<file path="src/rtl/cdc_xfer_pkg.sv">
// Shared types and constants for the toggle-handshake transfer arbiter.
// The optional timeout feature is enabled by defining CDC_XFER_TIMEOUT_EN.
package cdc_xfer_pkg;

  typedef enum logic [1:0] {
    IDLE     = 2'd0,
    WAIT_ACK = 2'd1,
    DONE     = 2'd2,
    ERR      = 2'd3
  } state_t;

  localparam int DEFAULT_TIMEOUT_CYCLES = 1024;

  // Index width for n requesters; never narrower than one bit.
  function automatic int id_width(input int n);
    return (n > 2) ? $clog2(n) : 1;
  endfunction

endpackage

</file>
<file path="src/rtl/cdc_xfer_arbiter_rr_arbiter.sv">
// Combinational round-robin pick: first valid index at or after ptr_i,
// wrapping around. The pointer register lives in the parent.
module rr_arbiter
  import cdc_xfer_pkg::*;
#(
  parameter int NUM_REQ = 4,
  parameter int ID_W    = id_width(NUM_REQ)
) (
  input  logic [NUM_REQ-1:0] valid_i,
  input  logic [ID_W-1:0]    ptr_i,
  output logic [NUM_REQ-1:0] grant_o,
  output logic [ID_W-1:0]    idx_o,
  output logic               any_o
);

  logic [NUM_REQ-1:0] hi_mask;
  logic [NUM_REQ-1:0] hi_valid;
  logic [ID_W-1:0]    hi_idx;
  logic [ID_W-1:0]    lo_idx;
  logic               hi_any;
  logic               lo_any;

  genvar gi;
  for (gi = 0; gi < NUM_REQ; gi++) begin : g_mask
    assign hi_mask[gi] = (ID_W'(gi) >= ptr_i);
  end

  assign hi_valid = valid_i & hi_mask;

  // Requests at or above the pointer win; otherwise wrap to the lowest one.
  always_comb begin
    hi_idx = '0;
    lo_idx = '0;
    hi_any = 1'b0;
    lo_any = 1'b0;
    for (int k = NUM_REQ - 1; k >= 0; k--) begin
      if (hi_valid[k]) begin
        hi_idx = ID_W'(k);
        hi_any = 1'b1;
      end
      if (valid_i[k]) begin
        lo_idx = ID_W'(k);
        lo_any = 1'b1;
      end
    end
  end

  assign idx_o = hi_any ? hi_idx : lo_idx;
  assign any_o = lo_any;

  for (gi = 0; gi < NUM_REQ; gi++) begin : g_grant
    assign grant_o[gi] = any_o && (idx_o == ID_W'(gi));
  end

endmodule

</file>
<file path="src/rtl/cdc_xfer_arbiter.sv">
// Round-robin sharing of one toggle-handshake crossing among NUM_REQ requesters.
// Define CDC_XFER_TIMEOUT_EN to add the WAIT_ACK timeout and sticky ERR state.
module cdc_xfer_arbiter
  import cdc_xfer_pkg::*;
#(
  parameter int NUM_REQ        = 4,
  parameter int DATA_W         = 32,
  parameter int SYNC_STAGES    = 2,
  parameter int TIMEOUT_CYCLES = DEFAULT_TIMEOUT_CYCLES
) (
  input  logic                        clk_i,
  input  logic                        rst_i,
  input  logic [NUM_REQ-1:0]          req_valid_i,
  input  logic [NUM_REQ*DATA_W-1:0]   req_data_i,
  output logic [NUM_REQ-1:0]          req_ready_o,
  output logic [DATA_W-1:0]           xfer_data_o,
  output logic                        xfer_tog_o,
  input  logic                        xfer_ack_tog_i,
  output logic                        busy_o,
  output logic                        done_o,
  output logic [$clog2(NUM_REQ)-1:0]  done_id_o,
  output logic                        err_timeout_o
);

  localparam int ID_W = id_width(NUM_REQ);

  if (NUM_REQ < 2 || NUM_REQ > 16 || SYNC_STAGES < 2 || TIMEOUT_CYCLES < 1 ||
      DATA_W < 1) begin : g_param_check
    $error("cdc_xfer_arbiter: parameter out of range");
  end

  state_t               state_q;
  logic [ID_W-1:0]      ptr_q;
  logic [ID_W-1:0]      ptr_d;
  logic [DATA_W-1:0]    data_q;
  logic                 tog_q;
  logic [NUM_REQ-1:0]   ready_q;
  logic                 busy_q;
  logic                 done_q;
  logic [ID_W-1:0]      done_id_q;
  logic [SYNC_STAGES-1:0] ack_sync_q;
  logic                 ack_s;

  logic [NUM_REQ-1:0]   arb_grant;
  logic [ID_W-1:0]      arb_idx;
  logic                 arb_any;
  logic [DATA_W-1:0]    words [NUM_REQ];
  logic [DATA_W-1:0]    win_data;

  rr_arbiter #(
    .NUM_REQ (NUM_REQ),
    .ID_W    (ID_W)
  ) u_rr (
    .valid_i (req_valid_i),
    .ptr_i   (ptr_q),
    .grant_o (arb_grant),
    .idx_o   (arb_idx),
    .any_o   (arb_any)
  );

  genvar gi;
  for (gi = 0; gi < NUM_REQ; gi++) begin : g_words
    assign words[gi] = req_data_i[gi*DATA_W +: DATA_W];
  end

  assign win_data = words[arb_idx];
  assign ptr_d    = (arb_idx == ID_W'(NUM_REQ - 1)) ? '0 : arb_idx + 1'b1;

  // The raw ack toggle is asynchronous; only its synchronised copy is used.
  always_ff @(posedge clk_i) begin
    if (rst_i) begin
      ack_sync_q <= '0;
    end else begin
      ack_sync_q <= {ack_sync_q[SYNC_STAGES-2:0], xfer_ack_tog_i};
    end
  end

  assign ack_s = ack_sync_q[SYNC_STAGES-1];

`ifdef CDC_XFER_TIMEOUT_EN
  logic [31:0] wait_cnt_q;
  logic        err_q;
`endif

  always_ff @(posedge clk_i) begin
    if (rst_i) begin
      state_q    <= IDLE;
      ptr_q      <= '0;
      data_q     <= '0;
      tog_q      <= 1'b0;
      ready_q    <= '0;
      busy_q     <= 1'b0;
      done_q     <= 1'b0;
      done_id_q  <= '0;
`ifdef CDC_XFER_TIMEOUT_EN
      wait_cnt_q <= '0;
      err_q      <= 1'b0;
`endif
    end else begin
      ready_q <= '0;
      done_q  <= 1'b0;
      case (state_q)
        IDLE: begin
          if (arb_any) begin
            data_q     <= win_data;
            tog_q      <= ~tog_q;
            ready_q    <= arb_grant;
            ptr_q      <= ptr_d;
            done_id_q  <= arb_idx;
            busy_q     <= 1'b1;
            state_q    <= WAIT_ACK;
`ifdef CDC_XFER_TIMEOUT_EN
            wait_cnt_q <= '0;
`endif
          end
        end
        WAIT_ACK: begin
          if (ack_s == tog_q) begin
            done_q  <= 1'b1;
            state_q <= DONE;
`ifdef CDC_XFER_TIMEOUT_EN
          end else if (wait_cnt_q == 32'(TIMEOUT_CYCLES - 1)) begin
            err_q   <= 1'b1;
            state_q <= ERR;
          end else begin
            wait_cnt_q <= wait_cnt_q + 32'd1;
`endif
          end
        end
        DONE: begin
          busy_q  <= 1'b0;
          state_q <= IDLE;
        end
`ifdef CDC_XFER_TIMEOUT_EN
        ERR: begin
          state_q <= ERR;
        end
`endif
        default: begin
          busy_q  <= 1'b0;
          state_q <= IDLE;
        end
      endcase
    end
  end

  assign req_ready_o = ready_q;
  assign xfer_data_o = data_q;
  assign xfer_tog_o  = tog_q;
  assign busy_o      = busy_q;
  assign done_o      = done_q;
  assign done_id_o   = done_id_q;

`ifdef CDC_XFER_TIMEOUT_EN
  assign err_timeout_o = err_q;
`else
  assign err_timeout_o = 1'b0;
`endif

endmodule

</file>
<file path="config.mk">
export PLATFORM = sky130hd
export DESIGN_NAME = cdc_xfer_arbiter
export DESIGN_NICKNAME = d
export VERILOG_FILES = /design/src/rtl/cdc_xfer_pkg.sv /design/src/rtl/cdc_xfer_arbiter_rr_arbiter.sv /design/src/rtl/cdc_xfer_arbiter.sv
export SDC_FILE = /design/constraint.sdc
export NUM_CORES = 1
export LEC_CHECK = 0
export CORE_MARGIN = 8
export CORE_UTILIZATION = 35
export CTS_CLUSTER_DIAMETER = 40
export CTS_CLUSTER_SIZE = 24
export DETAILED_ROUTE_END_ITERATION = 7
export PLACE_DENSITY_LB_ADDON = 0.05
export SYNTH_ARGS = -nofsm -noshare
export SYNTH_HDL_FRONTEND = slang
export SYNTH_SLANG_ARGS = --single-unit
</file>
<file path="constraint.sdc">
create_clock -name clk_i -period 2.3 [get_ports clk_i]
set_clock_uncertainty 0.15 [all_clocks]
set_input_delay 0.345 -clock clk_i [delete_from_list [all_inputs] [get_ports clk_i]]
set_output_delay 0.345 -clock clk_i [all_outputs]
set_load 0.1 [all_outputs]
</file>
# == Yosys cells after proc, flatten, opt, wreduce, memory -nomap -nowiden ==
# Index checks and enable logic that the tools add are counted.
# op_classes
n_mux,27
n_eq_ne,7
reduce_logical,11
bitwise,6
order_cmp,5
add_sub_neg,1
# ops
cell,count
$bmux W32 S2,1
$mux W32,2
$mux W2,12
$mux W1,10
$reduce_and A2 Y1,3
$and A4 B4 Y4,1
$eq A2 B1 Y1 const B,2
$eq A2 B2 Y1 const B,2
$ge A1 B2 Y1 const A,2
$ge A2 B2 Y1 const A,2
$logic_and A1 B1 Y1,4
$logic_not A2 Y1,2
$not A1 Y1,4
$pmux W2 S2,1
$ge A3 B3 Y1 const B,1
$not A2 Y3,1
$reduce_or A3 Y1,1
$add A2 B1 Y2 const B,1
$ne A2 B1 Y1 const B,1
$ne A2 B2 Y1 const B,1
$pmux W1 S2,1
$reduce_or A2 Y1,1
$eq A1 B1 Y1,1
# word_totals
inputBits,135
ff_bits,47

# == Depth between registers and ports, before layout ==
# Gate-level depths: netlist of run 1.
# logic_depth
ltp_word,11
ltp_mapped,8

# == Cells and area by module ==
# Synthesis of run 1 repeated with hierarchy kept, for this count alone.
# hier_totals
cells_unflattened,189
hier_area_um2,2524.9
# modules_own_cells
module,cells_each,area_per_inst_um2,instances,seq_area_each_um2
cdc_xfer_arbiter,158,2329.7,1,940.9
rr_arbiter,31,195.2,1,0.0

# == Least setup slack after synthesis of run 1 ==
# Ideal clock, no wire load.
# synth_path
path_type,in2reg
startpoint,in req_valid_i[0]
endpoint,reg ptr_q[1]
required_ns,2.064
path_stages,8
setup_slack_ns,0.386
setup_time_ns,0.086
arrival_time_ns,1.679
path_buffers,2
path_cell_list,nor2b_1 -> a2111oi_4 -> nor2_2 -> buf_6 -> buf_12 -> inv_2 -> ha_1 -> a211oi_1
# synth_via
elab_chain_len,5
# synth_rtl
element,line_no,text
"start, declared",cdc_xfer_arbiter.sv:13,"input logic [NUM_REQ-1:0] req_valid_i,"
$and A4 B4 Y4,cdc_xfer_arbiter_rr_arbiter.sv:28,assign hi_valid = valid_i & hi_mask;
$mux W2 or $mux W1 (tied branches),cdc_xfer_arbiter_rr_arbiter.sv:37,if (hi_valid[k]) begin
$mux W2,cdc_xfer_arbiter_rr_arbiter.sv:48,assign idx_o = hi_any ? hi_idx : lo_idx;
$add A2 B1 Y2 or $eq A2 B2 Y1 (tied branches),cdc_xfer_arbiter.sv:67,assign ptr_d = (arb_idx == ID_W'(NUM_REQ - 1)) ? '0 : arb_idx + 1'b1;
$mux W2,cdc_xfer_arbiter.sv:67,
"end signal, assigned",cdc_xfer_arbiter.sv:108,ptr_q <= ptr_d;
"end, declared",cdc_xfer_arbiter.sv:33,logic [ID_W-1:0] ptr_q;
# Several ways; a longest one is shown, not always the timed one.
# A chain may end at the register's enable or synchronous reset.

# == Final worst setup path of run 1 ==
# layout_path
startpoint,in req_valid_i[0]
endpoint,"reg data_q[11], in the netlist xfer_data_o[11]"
# layout_via
elab_chain_len,7
# layout_rtl
element,line_no,text
$and A4 B4 Y4,cdc_xfer_arbiter_rr_arbiter.sv:28,
$mux W2 or $mux W1 (tied branches),cdc_xfer_arbiter_rr_arbiter.sv:37,
$mux W2,cdc_xfer_arbiter_rr_arbiter.sv:48,
$not A2 Y3 (not written as such),cdc_xfer_arbiter.sv:66,assign win_data = words[arb_idx];
$bmux W32 S2,cdc_xfer_arbiter.sv:66,
$mux W32 (not written as such) (2 in a row),cdc_xfer_arbiter.sv:66,
"end signal, assigned",cdc_xfer_arbiter.sv:105,data_q <= win_data;
"end, declared",cdc_xfer_arbiter.sv:35,logic [DATA_W-1:0] data_q;
# Several ways; a longest one is shown, not always the timed one. The select of a mux whose other input is x is not followed.

==> parameters.txt, run 1 <==
Parameter                              Value

Status
  Outcome ... finished clean

Floorplanning
  Floorplan die width ... 100.1 um
  Die outline height ... 100.1 um
  Initial core utilization ... 36.21%
  Total I/O pin count ... 177
  FP Rows ... 30
  Floorplan die area ... 10010 sq um
  Area of the placeable core ... 6832 sq um

Power and ir drop
  Clock group share of total power ... 12.8%
  Combinational share of power ... 60.9%
  Leakage dissipation ... 0.001974 uW
  Switching component of the power ... 2135 uW
  Switching part of the total power ... 51.21%
  Sequential share of power ... 26.4%
  Total power density per cell area ... 948.5 nW/um^2
  Internal power summed over all cells ... 2034 uW
  Max VDD drop ... 0.5058 mV

Final layout
  Inserted Diodes ... 0
  Number of nets in the layout ... 561
  Layout overhead on the synthesized area ... 77.69%
  Number of filler cells placed in the layout ... 600
  Share of layout cells above drive strength 1 ... 18.54%
  End-of-flow core utilization ... 64.34%
  Leading cell types in the layout, fill and taps excluded ... sky130_fd_sc_hd__clkdlybuf4s50_1 (134), sky130_fd_sc_hd__mux2i_1 (63), sky130_fd_sc_hd__buf_4 (54)
  Most common library cell in the layout ignoring fill and taps ... sky130_fd_sc_hd__clkdlybuf4s50_1

Clocking
  CTS tree ... built
  Hold Buf Count CTS ... 0
  Clock transition at the register clock pins on the worst setup and hold paths after CTS ... 0.10 ns
  Number of buffers between clock root and the deepest sink ... 2
  Cell at the root of the clock tree ... sky130_fd_sc_hd__clkbuf_8
  CTS Sinks ... 47
  Number of instances resized during post-cts repair ... 0
  Total number of H-tree levels ... 2
  Number of buffers inserted to repair setup after CTS ... 0
  CTS buffer count ... 5
  Clock network latency to the later pin of the worst-skew pair ... 0.31 ns

GRT
  Vias in the first global route ... 2810
  Wire length of the first global-routing pass ... 14020 um
  Number of antenna violations at the first check in global routing ... 0
  Largest net degree at the start of global routing ... 25
  GRT Resource Usage Total ... 17.56%
  Global route total overflow ... 0

Routing
  Initial DRC Count ... 65
  WL per Instance ... 16.92 um
  Residual DRC count ... 0
  Vias per std cell ... 4.916
  Number of vias after detailed routing ... 2566
  Total detailed-routing wirelength ... 8832 um
  First-pass iteration count of the detailed router ... 4
  Post-DRT Antenna Nets ... 0

Worst setup path
  Worst path bufs/invs ... 2
  Arrival time at the worst endpoint ... 2.15 ns
  CP max FO ... 21
  Critical-path cell with the highest stage delay ... sky130_fd_sc_hd__clkdlybuf4s50_1
  Worst stage delay on the critical path ... 0.50 ns
  Kind of capture point of the worst setup path ... flip-flop
  Kind of cell adding the most delay to the critical path ... buffers and inverters
  Crit path kind ... input pin to flip-flop
  Ordered list of cells on the worst path ... clkdlybuf4s50_1 > nor2b_1 > a2111oi_4 > nor2_4 > buf_12 > mux2i_1 > o221ai_1
  Startpoint Class ... input pin
  Req. time, crit path ... 2.34 ns

Placement
  RePlAce Congestion ... 0.8354
  Number of buffers added on ports ... 175
  Placed wire-length estimate after detailed placement ... 7156 um

STA
  Final-layout worst hold slack ... 0.3076 ns
  Fmax ... 0.4739 GHz
  Fin crit period ... 2.110 ns
  Final setup fails ... 0
  Tcrit/Tclk final ... 91.74%
  Pins over their slew limit ... 0
  Endpoints failing hold ... 0
  Unrepaired setup endpoints after global routing ... false

Yosys
  Post-synthesis sequential area ratio ... 38.04%
  Post-synthesis net count ... 379
  Post-Synthesis Cell Area ... 2474 sq um
  Mapped Cells ... 243
  Unique masters post-synth ... 39
  Synth Area per Inst ... 10.18 sq um
  Register bit count reported by yosys ... 47
  Number of warnings printed during yosys synthesis ... 0

Job
  Total of max-cap violations ... 0

Hold path
  Worst min path class ... flip-flop to flip-flop
## final cells by class
class | count | area, sq um | area share, %
clock buffers | 5 | 68.82 | 1.566
clock inverters | 3 | 25.02 | 0.5693
inverters | 5 | 18.77 | 0.4270
multi-input cells | 173 | 1375 | 31.28
flip-flops and latches | 47 | 940.9 | 21.41
well taps | 96 | 120.1 | 2.733
repair buffers | 193 | 1847 | 42.02
## state kept, by name (all words and copies together), names as in the netlist, 2 cells and up
register,flops
xfer_data_o,32
state_q,2
ack_sync_q,2
req_ready_o,4
done_id_o,2
ptr_q,2
## cells in the mapped netlist
cell	instances	area, sq um
sky130_fd_sc_hd__ha_1	1	12.51
sky130_fd_sc_hd__o211ai_1	1	7.510
sky130_fd_sc_hd__a211oi_1	2	15.01
sky130_fd_sc_hd__nor2_4	1	11.26
sky130_fd_sc_hd__nor2_2	3	18.77
sky130_fd_sc_hd__o221a_4	1	20.02
sky130_fd_sc_hd__clkbuf_8	1	13.76
sky130_fd_sc_hd__clkbuf_1	3	11.26
sky130_fd_sc_hd__xor2_1	1	8.760
sky130_fd_sc_hd__a21oi_1	5	25.02
sky130_fd_sc_hd__a311o_2	1	11.26
sky130_fd_sc_hd__a311oi_2	1	15.01
sky130_fd_sc_hd__inv_1	3	11.26
sky130_fd_sc_hd__nor4b_1	2	17.52
sky130_fd_sc_hd__buf_2	7	35.03
sky130_fd_sc_hd__nand3b_1	1	7.510
sky130_fd_sc_hd__a2111o_1	1	11.26
sky130_fd_sc_hd__inv_2	2	7.510
sky130_fd_sc_hd__nand2b_1	1	6.260
sky130_fd_sc_hd__dfxtp_1	47	940.9
sky130_fd_sc_hd__o221a_2	1	11.26
sky130_fd_sc_hd__buf_12	1	20.02
sky130_fd_sc_hd__o21ai_0	1	5.000
sky130_fd_sc_hd__or3b_1	1	8.760
sky130_fd_sc_hd__or2b_1	1	7.510
sky130_fd_sc_hd__buf_4	1	7.510
sky130_fd_sc_hd__nor2_1	6	22.52
sky130_fd_sc_hd__conb_1	1	3.750
sky130_fd_sc_hd__buf_6	5	56.30
sky130_fd_sc_hd__o21bai_1	1	7.510
sky130_fd_sc_hd__nand2_1	37	138.9
sky130_fd_sc_hd__xnor2_1	1	8.760
sky130_fd_sc_hd__and2_1	1	6.260
sky130_fd_sc_hd__o221ai_1	31	271.5
sky130_fd_sc_hd__nand2_2	1	6.260
sky130_fd_sc_hd__a2111oi_4	1	27.53
sky130_fd_sc_hd__nor2b_1	3	18.77
sky130_fd_sc_hd__o21a_1	1	7.510
sky130_fd_sc_hd__mux2i_1	63	630.6
## power by group through the flow
| stage | registers [uW] | logic (uW) | clock network [uW] |
|---|---|---|---|
| after floorplan | 2260 | 711 | 0 |
| after global placement | 1110 | 2540 | 0 |
| after detailed placement | 1120 | 2560 | 0 |
| after CTS | 1100 | 2560 | 549 |
| after global routing | 1120 | 2650 | 579 |
| final | 1100 | 2540 | 533 |
## logic make-up after synthesis
| group | synth area share, % |
|---|---|
| mux | 25.49 |
| compound gates | 17.60 |
| xor+xnor | 0.7083 |
| buf+inv | 6.575 |
| flops | 38.04 |
| fa+ha+maj | 0.5057 |
| other cells | 0.1516 |
| simple gates | 10.93 |
## metal layers
layer  vias up  global-route usage, %  share of wire (%)
met5         -                      0                  0
met4         0                  7.442                2.9
met3        18                  6.990                8.8
met1      1170                  17.81                 38
li1       1274                      -                  -
met2       104                  31.20                 50
## worst paths after layout
kind / start / end / slack, ns / cells past startpoint
worst max-delay path: req_valid_i[0] / xfer_data_o[11] / 0.19 / 7
worst min-delay path: ack_sync_q[0] / ack_sync_q[1] / 0.31 / 1
worst max register to register: ptr_q[0] / xfer_data_o[11] / 0.40 / 6
worst min register to register: ack_sync_q[0] / ack_sync_q[1] / 0.31 / 1
## metrics by stage
stage | total power [uW] | instance area (sq um) | TNS (ns) | instances | worst slack (ns)
finish | 4169 | 4395 | 0 | 522 | 0.1899
global placement | 3648 | 4302 | -0.5357 | 514 | -0.04253
global route | 4347 | 4395 | 0 | 522 | 0.1098
floorplan | 2969 | 2474 | 0 | 243 | 0.3855
CTS | 4207 | 4395 | 0 | 522 | 0.2151
detailed placement | 3672 | 4302 | -2.773 | 514 | -0.1238
## worst reg2reg max path, stage by stage (launching register included)
cell,delay (ns)
sky130_fd_sc_hd__dfxtp_1,0.36
sky130_fd_sc_hd__nor2b_1,0.27
sky130_fd_sc_hd__a2111oi_4,0.11
sky130_fd_sc_hd__nor2_4,0.27
sky130_fd_sc_hd__buf_12,0.23
sky130_fd_sc_hd__mux2i_1,0.25
sky130_fd_sc_hd__o221ai_1,0.14
Note: power is estimated with default switching activity, not from simulation.
==> inputs of run 2 (changes only) <==
--- a/config.mk
+++ b/config.mk
@@ -10,6 +10,7 @@
 export CTS_CLUSTER_DIAMETER = 40
 export CTS_CLUSTER_SIZE = 24
 export DETAILED_ROUTE_END_ITERATION = 7
+export GPL_ROUTABILITY_DRIVEN = 0
 export PLACE_DENSITY_LB_ADDON = 0.05
 export SYNTH_ARGS = -nofsm -noshare
 export SYNTH_HDL_FRONTEND = slang
==> results of run 2 <==
The final DEF is identical to that of run 1; final timing and power are the same.
